--- config.mk ---
export PLATFORM = sky130hd
export DESIGN_NAME = timer_status_ctrl
export DESIGN_NICKNAME = d
export VERILOG_FILES = /design/src/rtl/timer_pkg.sv /design/src/rtl/timer_flag_bit.sv /design/src/rtl/timer_status_ctrl.sv
export SDC_FILE = /design/constraint.sdc
export NUM_CORES = 1
export LEC_CHECK = 0
export ABC_CLOCK_PERIOD_IN_PS = 1200
export BUFFER_PORTS_ARGS = -buffer_cell sky130_fd_sc_hd__buf_2
export CORE_AREA = 4 4 41 43
export CTS_CLUSTER_SIZE = 40
export DETAILED_ROUTE_END_ITERATION = 12
export DIE_AREA = 0 0 45 47
export MAX_ROUTING_LAYER = met4
export PLACE_DENSITY = 0.65
export SLEW_MARGIN = 40
export SYNTH_ARGS = -nofsm -noshare
export SYNTH_HDL_FRONTEND = slang
export SYNTH_HIERARCHICAL = 1
export SYNTH_SLANG_ARGS = --single-unit
--- constraint.sdc ---
create_clock -name clk_in -period 1.2 [get_ports clk_in]
set_input_delay 0.12 -clock clk_in [delete_from_list [all_inputs] [get_ports clk_in]]
set_output_delay 0.12 -clock clk_in [all_outputs]
set_load 0.03 [all_outputs]
--- src/rtl/timer_pkg.sv ---
// Shared TSR bit map and register offsets for the timer status path and the APB register file.
package timer_pkg;

    localparam int TSR_OVF_BIT = 0;
    localparam int TSR_UDF_BIT = 1;
    localparam int TSR_CMP_BIT = 2;
    localparam int TSR_W       = 3;

    typedef enum logic [7:0] {
        REG_TSR  = 8'h08,
        REG_TIER = 8'h0C
    } timer_reg_e;

endpackage

--- src/rtl/timer_flag_bit.sv ---
// Sticky status bit: a set in the same cycle as a clear wins.
module timer_flag_bit (
    input  logic clk_in,
    input  logic presetn,
    input  logic set,
    input  logic clr,
    output logic q
);

    always_ff @(posedge clk_in) begin
        if (!presetn) begin
            q <= 1'b0;
        end else begin
            q <= set | (q & ~clr);
        end
    end

endmodule

--- src/rtl/timer_status_ctrl.sv ---
// Timer status: wrap detection, sticky W1C TSR flags and the masked, registered interrupt.
// Build option TMR_CMP_MATCH_EN adds the compare-match flag on tsr[2].
module timer_status_ctrl
    import timer_pkg::*;
#(
    parameter int WIDTH = 8
) (
    input  logic             clk_in,
    input  logic             presetn,
    input  logic             en,
    input  logic             load,
    input  logic             ud,
    input  logic [WIDTH-1:0] cnt,
    input  logic [WIDTH-1:0] last_cnt,
    input  logic [WIDTH-1:0] tcmp,
    input  logic             tsr_wr,
    input  logic [2:0]       tsr_wdata,
    input  logic [2:0]       tier,
    output logic [2:0]       tsr,
    output logic             tmr_irq
);

    localparam logic [WIDTH-1:0] MAX = {WIDTH{1'b1}};

    logic             en_d;
    logic             load_d;
    logic             ud_d;
    logic             ovf_evt;
    logic             udf_evt;
    logic [TSR_W-1:0] clr;

    // Stage 1: controls aligned with the cnt/last_cnt pair produced at the same edge
    always_ff @(posedge clk_in) begin
        if (!presetn) begin
            en_d   <= 1'b0;
            load_d <= 1'b0;
            ud_d   <= 1'b0;
        end else begin
            en_d   <= en;
            load_d <= load;
            ud_d   <= ud;
        end
    end

    assign ovf_evt = en_d & ~load_d & ~ud_d & (last_cnt == MAX) & (cnt == '0);
    assign udf_evt = en_d & ~load_d &  ud_d & (last_cnt == '0) & (cnt == MAX);
    assign clr     = {TSR_W{tsr_wr}} & tsr_wdata;

    timer_flag_bit u_ovf (
        .clk_in  (clk_in),
        .presetn (presetn),
        .set     (ovf_evt),
        .clr     (clr[TSR_OVF_BIT]),
        .q       (tsr[TSR_OVF_BIT])
    );

    timer_flag_bit u_udf (
        .clk_in  (clk_in),
        .presetn (presetn),
        .set     (udf_evt),
        .clr     (clr[TSR_UDF_BIT]),
        .q       (tsr[TSR_UDF_BIT])
    );

`ifdef TMR_CMP_MATCH_EN
    logic cmp_evt;

    // Fires on arrival only, so a counter halted on tcmp does not re-set the flag
    assign cmp_evt = ~load_d & (cnt == tcmp) & (cnt != last_cnt);

    timer_flag_bit u_cmp (
        .clk_in  (clk_in),
        .presetn (presetn),
        .set     (cmp_evt),
        .clr     (clr[TSR_CMP_BIT]),
        .q       (tsr[TSR_CMP_BIT])
    );
`else
    logic unused_cmp;

    assign tsr[TSR_CMP_BIT] = 1'b0;
    assign unused_cmp       = ^{tcmp, clr[TSR_CMP_BIT]};
`endif

    // Stage 2: interrupt from the flags as they stand before this edge's update
    always_ff @(posedge clk_in) begin
        if (!presetn) begin
            tmr_irq <= 1'b0;
        end else begin
            tmr_irq <= |(tsr & tier);
        end
    end

endmodule

==> results of run 1 <==
==> metrics by stage <==
stage / area [µm²] / hold slack [ns]
after floorplan: 314.1 / 0.2375
after global placement: 465.4 / 0.3326
after detailed placement: 465.4 / 0.3286
after CTS: 488.0 / 0.07613
after global routing: 494.2 / 0.08689
final: 494.2 / 0.08426
==> power groups by stage <==
stage	registers, W	logic, W	clock network, W
CTS	0.000207	0.0000689	0.000193
detailed placement	0.000211	0.0000686	0
floorplan	0.000211	0.0000233	0
finish	0.000208	0.0000690	0.000184
global placement	0.000211	0.0000671	0
global route	0.000208	0.0000771	0.000199
==> worst paths after layout <==
kind | startpoint | endpoint | depth (start not counted)
setup / recovery | ud_d | u_ovf/q | 4
hold / removal | load | load_d | 2
setup reg to reg | ud_d | u_ovf/q | 4
hold reg to reg | u_udf/q | tmr_irq | 2
==> layout make-up <==
class	count	share of cell area
clock buffers	3	0.04557
multi-input cells	27	0.3899
flip-flops and latches	6	0.2430
well taps	15	0.03797
repair buffers	28	0.2835
==> metal layers <==
metal  global-route usage  vias to the layer above  wire length (µm)
li1                     -                      185                 -
met1               0.1053                      151               335
met2               0.1102                       23               369
met3              0.02299                        2               121
met4              0.07018                        0                 5
met5                    -                        -                 0
==> cell usage after synthesis <==
| library cell | n | area [µm²] |
|---|---|---|
| nor4_2 | 1 | 12.51 |
| conb_1 | 1 | 3.750 |
| nand4_1 | 3 | 18.77 |
| nor4_1 | 3 | 18.77 |
| or3_1 | 1 | 6.260 |
| nor4b_1 | 1 | 8.760 |
| nor2b_4 | 2 | 27.53 |
| o21a_1 | 2 | 15.01 |
| dfxtp_1 | 6 | 120.1 |
| nor2b_1 | 1 | 6.260 |
| nand3_1 | 2 | 10.01 |
| a22oi_1 | 1 | 7.510 |
| nand2_1 | 1 | 3.750 |
| and2_1 | 5 | 31.28 |
| buf_4 | 1 | 7.510 |
| nand4b_1 | 1 | 8.760 |
| nor2_1 | 2 | 7.510 |
==> cell usage in the layout (no fill, tap or decap), drive strengths merged <==
master and instances:
a22oi 1, and2 5, buf 28, clkbuf 3, conb 1, dfxtp 6, nand2 1, nand3 2
nand4 3, nand4b 1, nor2 2, nor2b 3, nor4 4, nor4b 1, o21a 2, or3 1
==> repair_timing <==
item                                    CTS  global route
endpoints found under the setup margin    0             1
endpoints found under the hold margin     0             0
gates resized for setup                   0             1
==> cells by family after synthesis <==
kind of cell,count (synthesis)
AOI/OAI and AO/OA,3
buffers and inverters,1
DFF,6
other,1
and+or+nand+nor,23
==> flip-flops by register name, indices dropped and copies added (netlist names) <==
signal / count
tmr_irq: 1
u_ovf/q: 1
ud_d: 1
u_udf/q: 1
load_d: 1
en_d: 1
==> qor.yml, run 1 <==
drive_gt1_frac: 0.5469
power.density_mw_per_mm2: 931.8
ys_seq_area_frac: 0.3825
avgSynthCellArea_um2: 9.237
cts.path.max_buffers: 2
status: "finished, final reports clean"
diodes: 0
antenna_found_initial: 0
die_height_um: 47
hold_viol_final: 0
min_period_over_period: 0.9072
drv_slew: 0
r2r_slack_ns: 0.11
ir_drop_mv: 0.3877
crit_type: "flip-flop to flip-flop"
critPathMaxFanout: 2
switching_share: 0.2243
synth_compound_area_frac: 0.07171
start_util: 0.2413
portBuffers: 28
setup_ws_ns: 0.1114
first_iter_violations: 4
cp_slowest_stage_delay_ns: 0.35
finalCriticalPeriod_ns: 1.089
crit_path_cell_trace: "nor2_1, nand4_1, nor4_2, o21a_1"
numPlacedInstances: 76
grt_pass1_wl_um: 1200
cts_root_buffer: "clkbuf_4"
avgViaCountPerCell: 4.570
utilization: 0.3798
area_growth_pct: 57.37
cp_data_arrival_time_ns: 1.27
post-dp-hpwl_um: 719.3
pin_count: 40
grt_pass1_vias: 328
leakagePower_nw: 0.2187
critPathRequiredTime_ns: 1.39
cp_slowest_cell: "nor4_2"
cts_sinks: 6
die_area_mm2: 0.002115
grt_use_total: 0.08422
place.gp.congestion: 0.6824
synth.distinct_cells: 17
switchingPower_w: 0.0001033
wl_um: 831
fin_nets: 102
multi_input_area_um2: 192.7
clk_latency_ns: 0.24
seq_area_um2: 120.1
power_w: 0.0004605
max_freq_mhz: 918.6
grt.overflow.total: 0
finalSetupViolCount: 0
cts_tree: "yes"
syn_area_um2: 314.1
wl_per_cell_um: 10.52
pwr-share-comb: 0.150
rows: 13
worstHoldPathType: "input pin to flip-flop"
drc: 0
rsz0062_at_grt: "false"
cts_hold_buf: 0
synth_warnings: 6
die_w_um: 45
numCtsBuffers: 3
skew_ns: 0.0003044
syn-num-nets: 70
synth_top_family_by_area: "simple AND/OR/NAND/NOR gates"
vias: 361
seqPwrFrac: 0.451
synth-adder-area-share: 0
fin_tns_setup_ns: 0
first_pass_iters: 4
yosys.area_share.simple: 0.5100
synth_mux_area_frac: 0
ys_ff_latch: 6
pwr-share-clk: 0.400
worstSetupEndpointType: "flip-flop"
synth_cells: 34
crit_family: "simple AND/OR/NAND/NOR gates"
cap_violations: 0
core_mm2: 0.001301
clkTransAtPathRegs_ns: 0.05
h-tree-depth: 1
fillCellCount: 139
grt_max_degree: 7
final_cells: 79
internal-power_w: 0.0003572
pre_cts_ws_ns: -0.03037
path_buf_inv: 0
cts_setup_buffers: 0
synthXorXnorAreaFrac: 0
ant_nets: 0
start_kind: "flip-flop"
No activity file was read; power rests on OpenSTA's default activity.
==> inputs of run 2 (changes only) <==
--- a/config.mk
+++ b/config.mk
@@ -5,14 +5,14 @@
 export SDC_FILE = /design/constraint.sdc
 export NUM_CORES = 1
 export LEC_CHECK = 0
-export ABC_CLOCK_PERIOD_IN_PS = 1200
+export ABC_CLOCK_PERIOD_IN_PS = 1000
 export BUFFER_PORTS_ARGS = -buffer_cell sky130_fd_sc_hd__buf_2
 export CORE_AREA = 4 4 41 43
 export CTS_CLUSTER_SIZE = 40
 export DETAILED_ROUTE_END_ITERATION = 12
 export DIE_AREA = 0 0 45 47
 export MAX_ROUTING_LAYER = met4
-export PLACE_DENSITY = 0.65
+export PLACE_DENSITY = 0.68
 export SLEW_MARGIN = 40
 export SYNTH_ARGS = -nofsm -noshare
 export SYNTH_HDL_FRONTEND = slang
==> constraint.sdc (replaced) <==
create_clock -name clk_in -period 1 [get_ports clk_in]
set_input_delay 0.1 -clock clk_in [delete_from_list [all_inputs] [get_ports clk_in]]
set_output_delay 0.1 -clock clk_in [all_outputs]
set_load 0.03 [all_outputs]
==> run 2 against run 1 <==
Net effect: the run now ends with setup timing left; cell count stayed put; register-to-register slack worse by 0.11 ns; sequential power is 21% higher; sequential share of layout area is 0.72 points lower; non-clock buffer count stayed put; critical path depth stayed put; fmax is 8.7% higher; clock power is 16% higher; clock-buffer cell count stayed put; critical endpoint is now u_udf/q; largest power group unchanged.
==> qor.yml, run 2 (synthesized netlist as in run 1, its figures left out) <==
min_period_over_period: 1.002  # was 0.9072
r2r_end: "u_udf/q"  # was u_ovf/q
wl_per_cell_um: 10.80  # was 10.52 µm
avgViaCountPerCell: 4.506  # was 4.570
timing.hold.ws_ns: 0.06431  # was 0.08426 ns
numCtsBuffers: 3  # unchanged
grt_pass1_vias: 322  # was 328
start_util: 0.2413  # unchanged
r2r_slack_ns: -0.002  # was 0.11 ns
rows: 13  # unchanged
skew_ns: 0.0003695  # was 0.0003044 ns
grt_max_degree: 7  # unchanged
finalCriticalPeriod_ns: 1.002  # was 1.089 ns
grt_pass1_wl_um: 1186  # was 1200 µm
setup_ws_ns: -0.001851  # was 0.1114 ns
violations: "setup timing"
cts_tree: "yes"  # unchanged
finish.instance_area_um2: 509.2  # was 494.2 µm²
cp_data_arrival_time_ns: 1.19  # was 1.27 ns
utilization: 0.3913  # was 0.3798
cp_slowest_cell: "dfxtp_1"  # was nor4_2
wl_um: 853  # was 831 µm
worstSetupEndpointType: "flip-flop"  # unchanged
cts_hold_buf: 0  # unchanged
vias: 356  # was 361
min_to: "en_d"  # was load_d
cts_setup_buffers: 0  # unchanged
leakagePower_nw: 0.2225  # was 0.2187 nW
ir_drop_mv: 0.5993  # was 0.3877 mV
path_buf_inv: 0  # unchanged
ant_nets: 0  # unchanged
hold_viol_final: 0  # unchanged
min_path_cells: 2  # unchanged
die_area_mm2: 0.002115  # unchanged
worstHoldPathType: "input pin to flip-flop"  # unchanged
critPathRequiredTime_ns: 1.18  # was 1.39 ns
most-common-layout-cells: "28 x buf_2, 6 x dfxtp_1, 5 x and2_1, 3 x nand4_1, 3 x clkbuf_4"  # unchanged
area_growth_pct: 62.15  # was 57.37%
power.density_mw_per_mm2: 1083  # was 931.8 mW/mm²
antenna_found_initial: 0  # unchanged
fin_nets: 102  # unchanged
first_iter_violations: 8  # was 4
cp_slowest_stage_delay_ns: 0.32  # was 0.35 ns
cts_root_buffer: "clkbuf_4"  # unchanged
cap_violations: 0  # unchanged
die_w_um: 45  # unchanged
status: "finished with violations"  # was finished, final reports clean
diodes: 0  # unchanged
core_mm2: 0.001301  # unchanged
hp-start: "en"  # was load
first_pass_iters: 4  # unchanged
fin_tns_setup_ns: -0.001851  # was 0 ns
crit_family: "simple AND/OR/NAND/NOR gates"  # unchanged
crit_type: "flip-flop to flip-flop"  # unchanged
pin_count: 40  # unchanged
place.gp.congestion: 0.6842  # was 0.6824
max_freq_mhz: 998.2  # was 918.6 MHz
crit_path_cell_trace: "nor4b_4, nand2_1, nor4_2, o21a_1"  # was nor2_1, nand4_1, nor4_2, o21a_1
drv_slew: 0  # unchanged
start_kind: "flip-flop"  # unchanged
cts.path.max_buffers: 2  # unchanged
multi_input_area_um2: 207.7  # was 192.7 µm²
layout.cells.most_common: "buf_2"  # unchanged
fillCellCount: 152  # was 139
seq_area_um2: 120.1  # unchanged
die_height_um: 47  # unchanged
rsz0062_at_grt: "true"  # was false
pre_cts_ws_ns: -0.1602  # was -0.03037 ns
portBuffers: 28  # unchanged
r2r-start: "load_d"  # was ud_d
cts_sinks: 6  # unchanged
drc: 0  # unchanged
drive_gt1_frac: 0.5625  # was 0.5469
critPathMaxFanout: 2  # unchanged
clk_latency_ns: 0.24  # about the same
clkTransAtPathRegs_ns: 0.04  # was 0.05 ns
worstRegToRegCells: 4  # unchanged
grt_use_total: 0.08252  # was 0.08422
finalSetupViolCount: 1  # was 0
place_area_um2: 465.4  # unchanged
grt.overflow.total: 0  # unchanged
h-tree-depth: 1  # unchanged
## run 2: cell counts in the layout (fill, tap and decap cells not counted)
Identical to the previous run, type by type.
## run 2: layout make-up
| type | instances | share of cell area |
|---|---|---|
| Tap cell | 15 | 0.03686 |
| Timing Repair Buffer | 28 | 0.2752 |
| Sequential cell | 6 | 0.2359 |
| Multi-Input combinational cell | 27 | 0.4079 |
| Clock buffer | 3 | 0.04423 |
## run 2: where the power goes
part	switching (W)	internal, W
sequential	0.00000405	0.000247
combinational	0.0000387	0.0000488
clock	0.0000780	0.000135
total	0.000121	0.000431
## run 2: routing by layer
| layer | vias to the layer above | track usage | share of wire |
|---|---|---|---|
| li1 | 187 | - | - |
| met1 | 144 | 0.1027 | 0.43 |
| met2 | 25 | 0.1158 | 0.43 |
| met3 | 0 | 0.02299 | 0.14 |
| met4 | 0 | 0.05263 | 0 |
| met5 | - | - | 0 |
## run 2: stage by stage
step           total power (W)  cells
6_report             0.0005514     79
2_1_floorplan        0.0002809     34
3_5_place_dp         0.0003365     76
4_1_cts              0.0005572     79
3_3_place_gp         0.0003343     76
5_1_grt              0.0005781     79
## run 2: worst max-delay path by stage
stage | from | end | slack, ns | cells past startpoint
6_report | load_d | u_udf/q | -0.002 | 4
3_3_place_gp | cnt[1] | u_ovf/q | -0.15 | 5
2_1_floorplan | ud_d | u_ovf/q | 0.07 | 4
4_1_cts | load_d | u_udf/q | -0.02 | 4
3_5_place_dp | cnt[1] | u_ovf/q | -0.16 | 5
5_1_grt | ud_d | u_ovf/q | -0.07 | 4
## run 2: repair_timing
action	4_1_cts	5_1_grt
resized for setup	2	1
setup endpoints to repair	2	2
pin swaps	4	0
## run 2: worst reg2reg max path: stages (launching register included)
cell and delay (ns):
dfxtp_1 0.32, nor4b_4 0.21, nand2_1 0.09, nor4_2 0.17, o21a_1 0.16
==> inputs of run 3 (changes only) <==
--- a/config.mk
+++ b/config.mk
@@ -5,14 +5,15 @@
 export SDC_FILE = /design/constraint.sdc
 export NUM_CORES = 1
 export LEC_CHECK = 0
+export ABC_AREA = 1
 export ABC_CLOCK_PERIOD_IN_PS = 1000
 export BUFFER_PORTS_ARGS = -buffer_cell sky130_fd_sc_hd__buf_2
-export CORE_AREA = 4 4 41 43
+export CORE_MARGIN = 4
+export CORE_UTILIZATION = 30
 export CTS_CLUSTER_SIZE = 40
 export DETAILED_ROUTE_END_ITERATION = 12
-export DIE_AREA = 0 0 45 47
 export MAX_ROUTING_LAYER = met4
-export PLACE_DENSITY = 0.68
+export PLACE_DENSITY = 0.75
 export SLEW_MARGIN = 40
 export SYNTH_ARGS = -nofsm -noshare
 export SYNTH_HDL_FRONTEND = slang
==> run 3 against run 2 <==
Net effect: the flow now finishes without violations; clock power grew 2%; final area rose by 14%; cell count increased by 51%; synthesized cell count is 120% higher; sequential power hardly changed; hold slack lost 0.021 ns; clock-buffer cell count stayed put; first-iteration DRC count is 50% lower; sequential share of layout area shrank 2.6 points; combinational power up 21%; register-to-register slack better by 0.14 ns; largest power group unchanged.
==> qor.yml, run 3 <==
use_met1: 0.1055  # was 0.1027
clkTransAtPathRegs_ns: 0.04  # about the same
ys_top_cells_by_count: "24 x nand2_1, 23 x inv_1, 13 x nor2_1"  # was 6 x dfxtp_1, 5 x and2_1, 3 x nand4_1, 3 x nor4_1
skew_ns: 0.0002160  # was 0.0003695 ns
area_growth_pct: 42.90  # was 62.15%
crit_type: "flip-flop to output pin"  # was flip-flop to flip-flop
diodes: 0  # unchanged
grt_use_total: 0.1031  # was 0.08252
synthMostInstantiatedCell: "nand2_1"  # was dfxtp_1
grt_pass1_vias: 398  # was 322
finalSetupViolCount: 0  # was 1
internal-power_w: 0.0004359  # was 0.0004307 W
die_w_um: 44.76  # was 45 µm
cts_root_buffer: "clkbuf_4"  # unchanged
status: "finished, final reports clean"  # was finished with violations
start_kind: "flip-flop"  # unchanged
die_height_um: 44.76  # was 47 µm
met3_usage: 0.01195  # was 0.02299
max_freq_mhz: 1110  # was 998.2 MHz
hold_viol_final: 0  # unchanged
worstHoldPathType: "input pin to flip-flop"  # unchanged
synth_edf_count: 0  # unchanged
ys_seq_area_frac: 0.2963  # was 0.3825
grt.overflow.total: 0  # unchanged
synth.distinct_cells: 11  # was 17
synth_top_flop_cell: "dfxtp_1"  # unchanged
synth_cells: 75  # was 34
die_area_mm2: 0.002003  # was 0.002115 mm²
grt.busiest_layer: "met2"  # unchanged
leakagePower_nw: 0.3668  # was 0.2225 nW
drive_gt1_frac: 0.3333  # was 0.5625
seq_area_um2: 121.4  # was 120.1 µm²
synthArstFlopShare: 0  # unchanged
finalCriticalPeriod_ns: 0.9012  # was 1.002 ns
drc: 0  # unchanged
grt_pass1_wl_um: 1414  # was 1186 µm
portBuffers: 28  # unchanged
pwr-share-comb: 0.184  # was 0.159
avgSynthCellArea_um2: 5.405  # was 9.237 µm²
cts_hold_buf: 0  # unchanged
min_period_over_period: 0.9012  # was 1.002
ir_drop_mv: 0.3264  # was 0.5993 mV
yosys.area.top_type: "dfxtp_1"  # unchanged
vias: 465  # was 356
layout.cells.most_common: "buf_2"  # unchanged
grt_util_met2: 0.1633  # was 0.1158
crit_family: "flip-flops"  # was simple AND/OR/NAND/NOR gates
syn-num-nets: 111  # was 70
wl_per_cell_um: 7.908  # was 10.80 µm
fillCellCount: 125  # was 152
synth_top_area_share: 0.2963  # was 0.3825
h-tree-depth: 1  # unchanged
worstSetupEndpointType: "output pin"  # was flip-flop
wl_um: 941  # was 853 µm
pwr-share-clk: 0.380  # was 0.386
rows: 12  # was 13
synth_warnings: 6  # unchanged
rsz0062_at_grt: "false"  # was true
grt_max_degree: 7  # unchanged
clk_latency_ns: 0.24  # about the same
path_buf_inv: 1  # was 0
critPathMaxFanout: 3  # was 2
cp_slowest_stage_delay_ns: 0.35  # was 0.32 ns
pin_count: 40  # unchanged
ys_ff_latch: 6  # unchanged
power_w: 0.0005732  # was 0.0005514 W
power.density_mw_per_mm2: 989.4  # was 1083 mW/mm²
cts.path.max_buffers: 2  # unchanged
cts_sinks: 6  # unchanged
antenna_found_initial: 0  # unchanged
core_mm2: 0.001186  # was 0.001301 mm²
switching_share: 0.2395  # was 0.2189
avgViaCountPerCell: 3.908  # was 4.506
cp_slowest_cell: "dfxtp_1"  # unchanged
crit_path_cell_trace: "buf_2"  # was nor4b_4, nand2_1, nor4_2, o21a_1
critPathRequiredTime_ns: 0.90  # was 1.18 ns
start_util: 0.3418  # was 0.2413
synth_area_leaders: "dfxtp_1 30%, nand2_1 22%, inv_1 21%"  # was dfxtp_1 38%, and2_1 10%, nor2b_4 8.8%
numCtsBuffers: 3  # unchanged
ant_nets: 0  # unchanged
syn_area_um2: 405.4  # was 314.1 µm²
first_iter_violations: 4  # was 8
place.gp.congestion: 0.7382  # was 0.6842
cap_violations: 0  # unchanged
multi_input_area_um2: 191.4  # was 207.7 µm²
cts_tree: "yes"  # unchanged
cts_setup_buffers: 0  # unchanged
most-common-layout-cells: "28 x buf_2, 24 x nand2_1, 22 x inv_1, 13 x nor2_1, 5 x dfxtp_1"  # was 28 x buf_2, 6 x dfxtp_1, 5 x and2_1, 3 x nand4_1, 3 x clkbuf_4
first_pass_iters: 2  # was 4
post-dp-hpwl_um: 806.3
fin_nets: 143  # was 102
seqPwrFrac: 0.435  # was 0.455
cp_data_arrival_time_ns: 0.80  # was 1.19 ns
fin_tns_setup_ns: 0  # was -0.001851 ns
drv_slew: 0  # unchanged
switchingPower_w: 0.0001373  # was 0.0001207 W
## run 3: cell count changes after synthesis, sizes merged, moves of 2 or more
| cell | previous run | this run |
|---|---|---|
| nor2b | 3 | 0 |
| inv | 0 | 23 |
| and2 | 5 | 1 |
| a21oi | 0 | 2 |
| nor2 | 2 | 13 |
| nor4 | 4 | 0 |
| o21a | 2 | 0 |
| nand2 | 1 | 24 |
| nand4 | 3 | 0 |
## run 3: power groups by stage
stage          sequential (W)  combinational (W)  clock (W)
2_1_floorplan        0.000252          0.0000484          0
3_3_place_gp         0.000253           0.000102          0
3_5_place_dp         0.000253           0.000106          0
4_1_cts              0.000249           0.000106   0.000233
5_1_grt              0.000250           0.000123   0.000245
6_report             0.000250           0.000106   0.000218
## run 3: repair_timing
action,CTS,global route
resized for setup,0,2
setup endpoints to repair,0,1
endpoints found under the hold margin,0,0
## run 3: layout make-up
type                       instances  share of cell area
sequential                         6              0.2095
timing repair buffer              28              0.2419
tap                               14             0.03024
inverter                          23              0.1490
multi-input combinational         45              0.3305
clock buffer                       3             0.03888
## run 3: path summary, 6_finish.rpt
| path | start | endpoint | slack [ns] | cells after the start |
|---|---|---|---|---|
| min reg2reg | u_udf/q | u_udf/q | 0.49 | 2 |
| min | ud | ud_d | 0.04 | 3 |
| max reg2reg | load_d | u_udf/q | 0.14 | 7 |
| max | u_udf/q | tsr[1] | 0.1 | 1 |
## run 3: routing by layer
layer	wire length, µm	up-vias	share of wire
met5	0	-	0
met4	0	0	0
met3	70	0	0.074
met2	469	14	0.50
met1	402	183	0.43
li1	-	268	-
## run 3: cell families (layout without fill, tap and decap cells)
family / count (synthesis) / count (layout) / share of synthesized area
AOI/OAI and AO/OA: 3 / 3 / 0.06174
buffers and inverters: 24 / 54 / 0.2315
DFF: 6 / 6 / 0.2963
other: 1 / 1 / 0.009250
and+or+nand+nor: 41 / 41 / 0.4013
## run 3: per-stage QoR
| stage | utilization | instances | cell area (µm²) | worst slack [ns] | hold slack (ns) |
|---|---|---|---|---|---|
| after floorplan | - | 75 | 405.4 | 0.1908 | 0.1935 |
| after global placement | 0.4684 | 116 | 555.5 | 0.1310 | 0.2791 |
| after detailed placement | 0.4684 | 116 | 555.5 | 0.1219 | 0.2897 |
| after CTS | 0.4873 | 119 | 578.1 | 0.07752 | 0.03374 |
| after global routing | 0.4884 | 119 | 579.3 | 0.005244 | 0.04621 |
| final | 0.4884 | 119 | 579.3 | 0.09884 | 0.04317 |
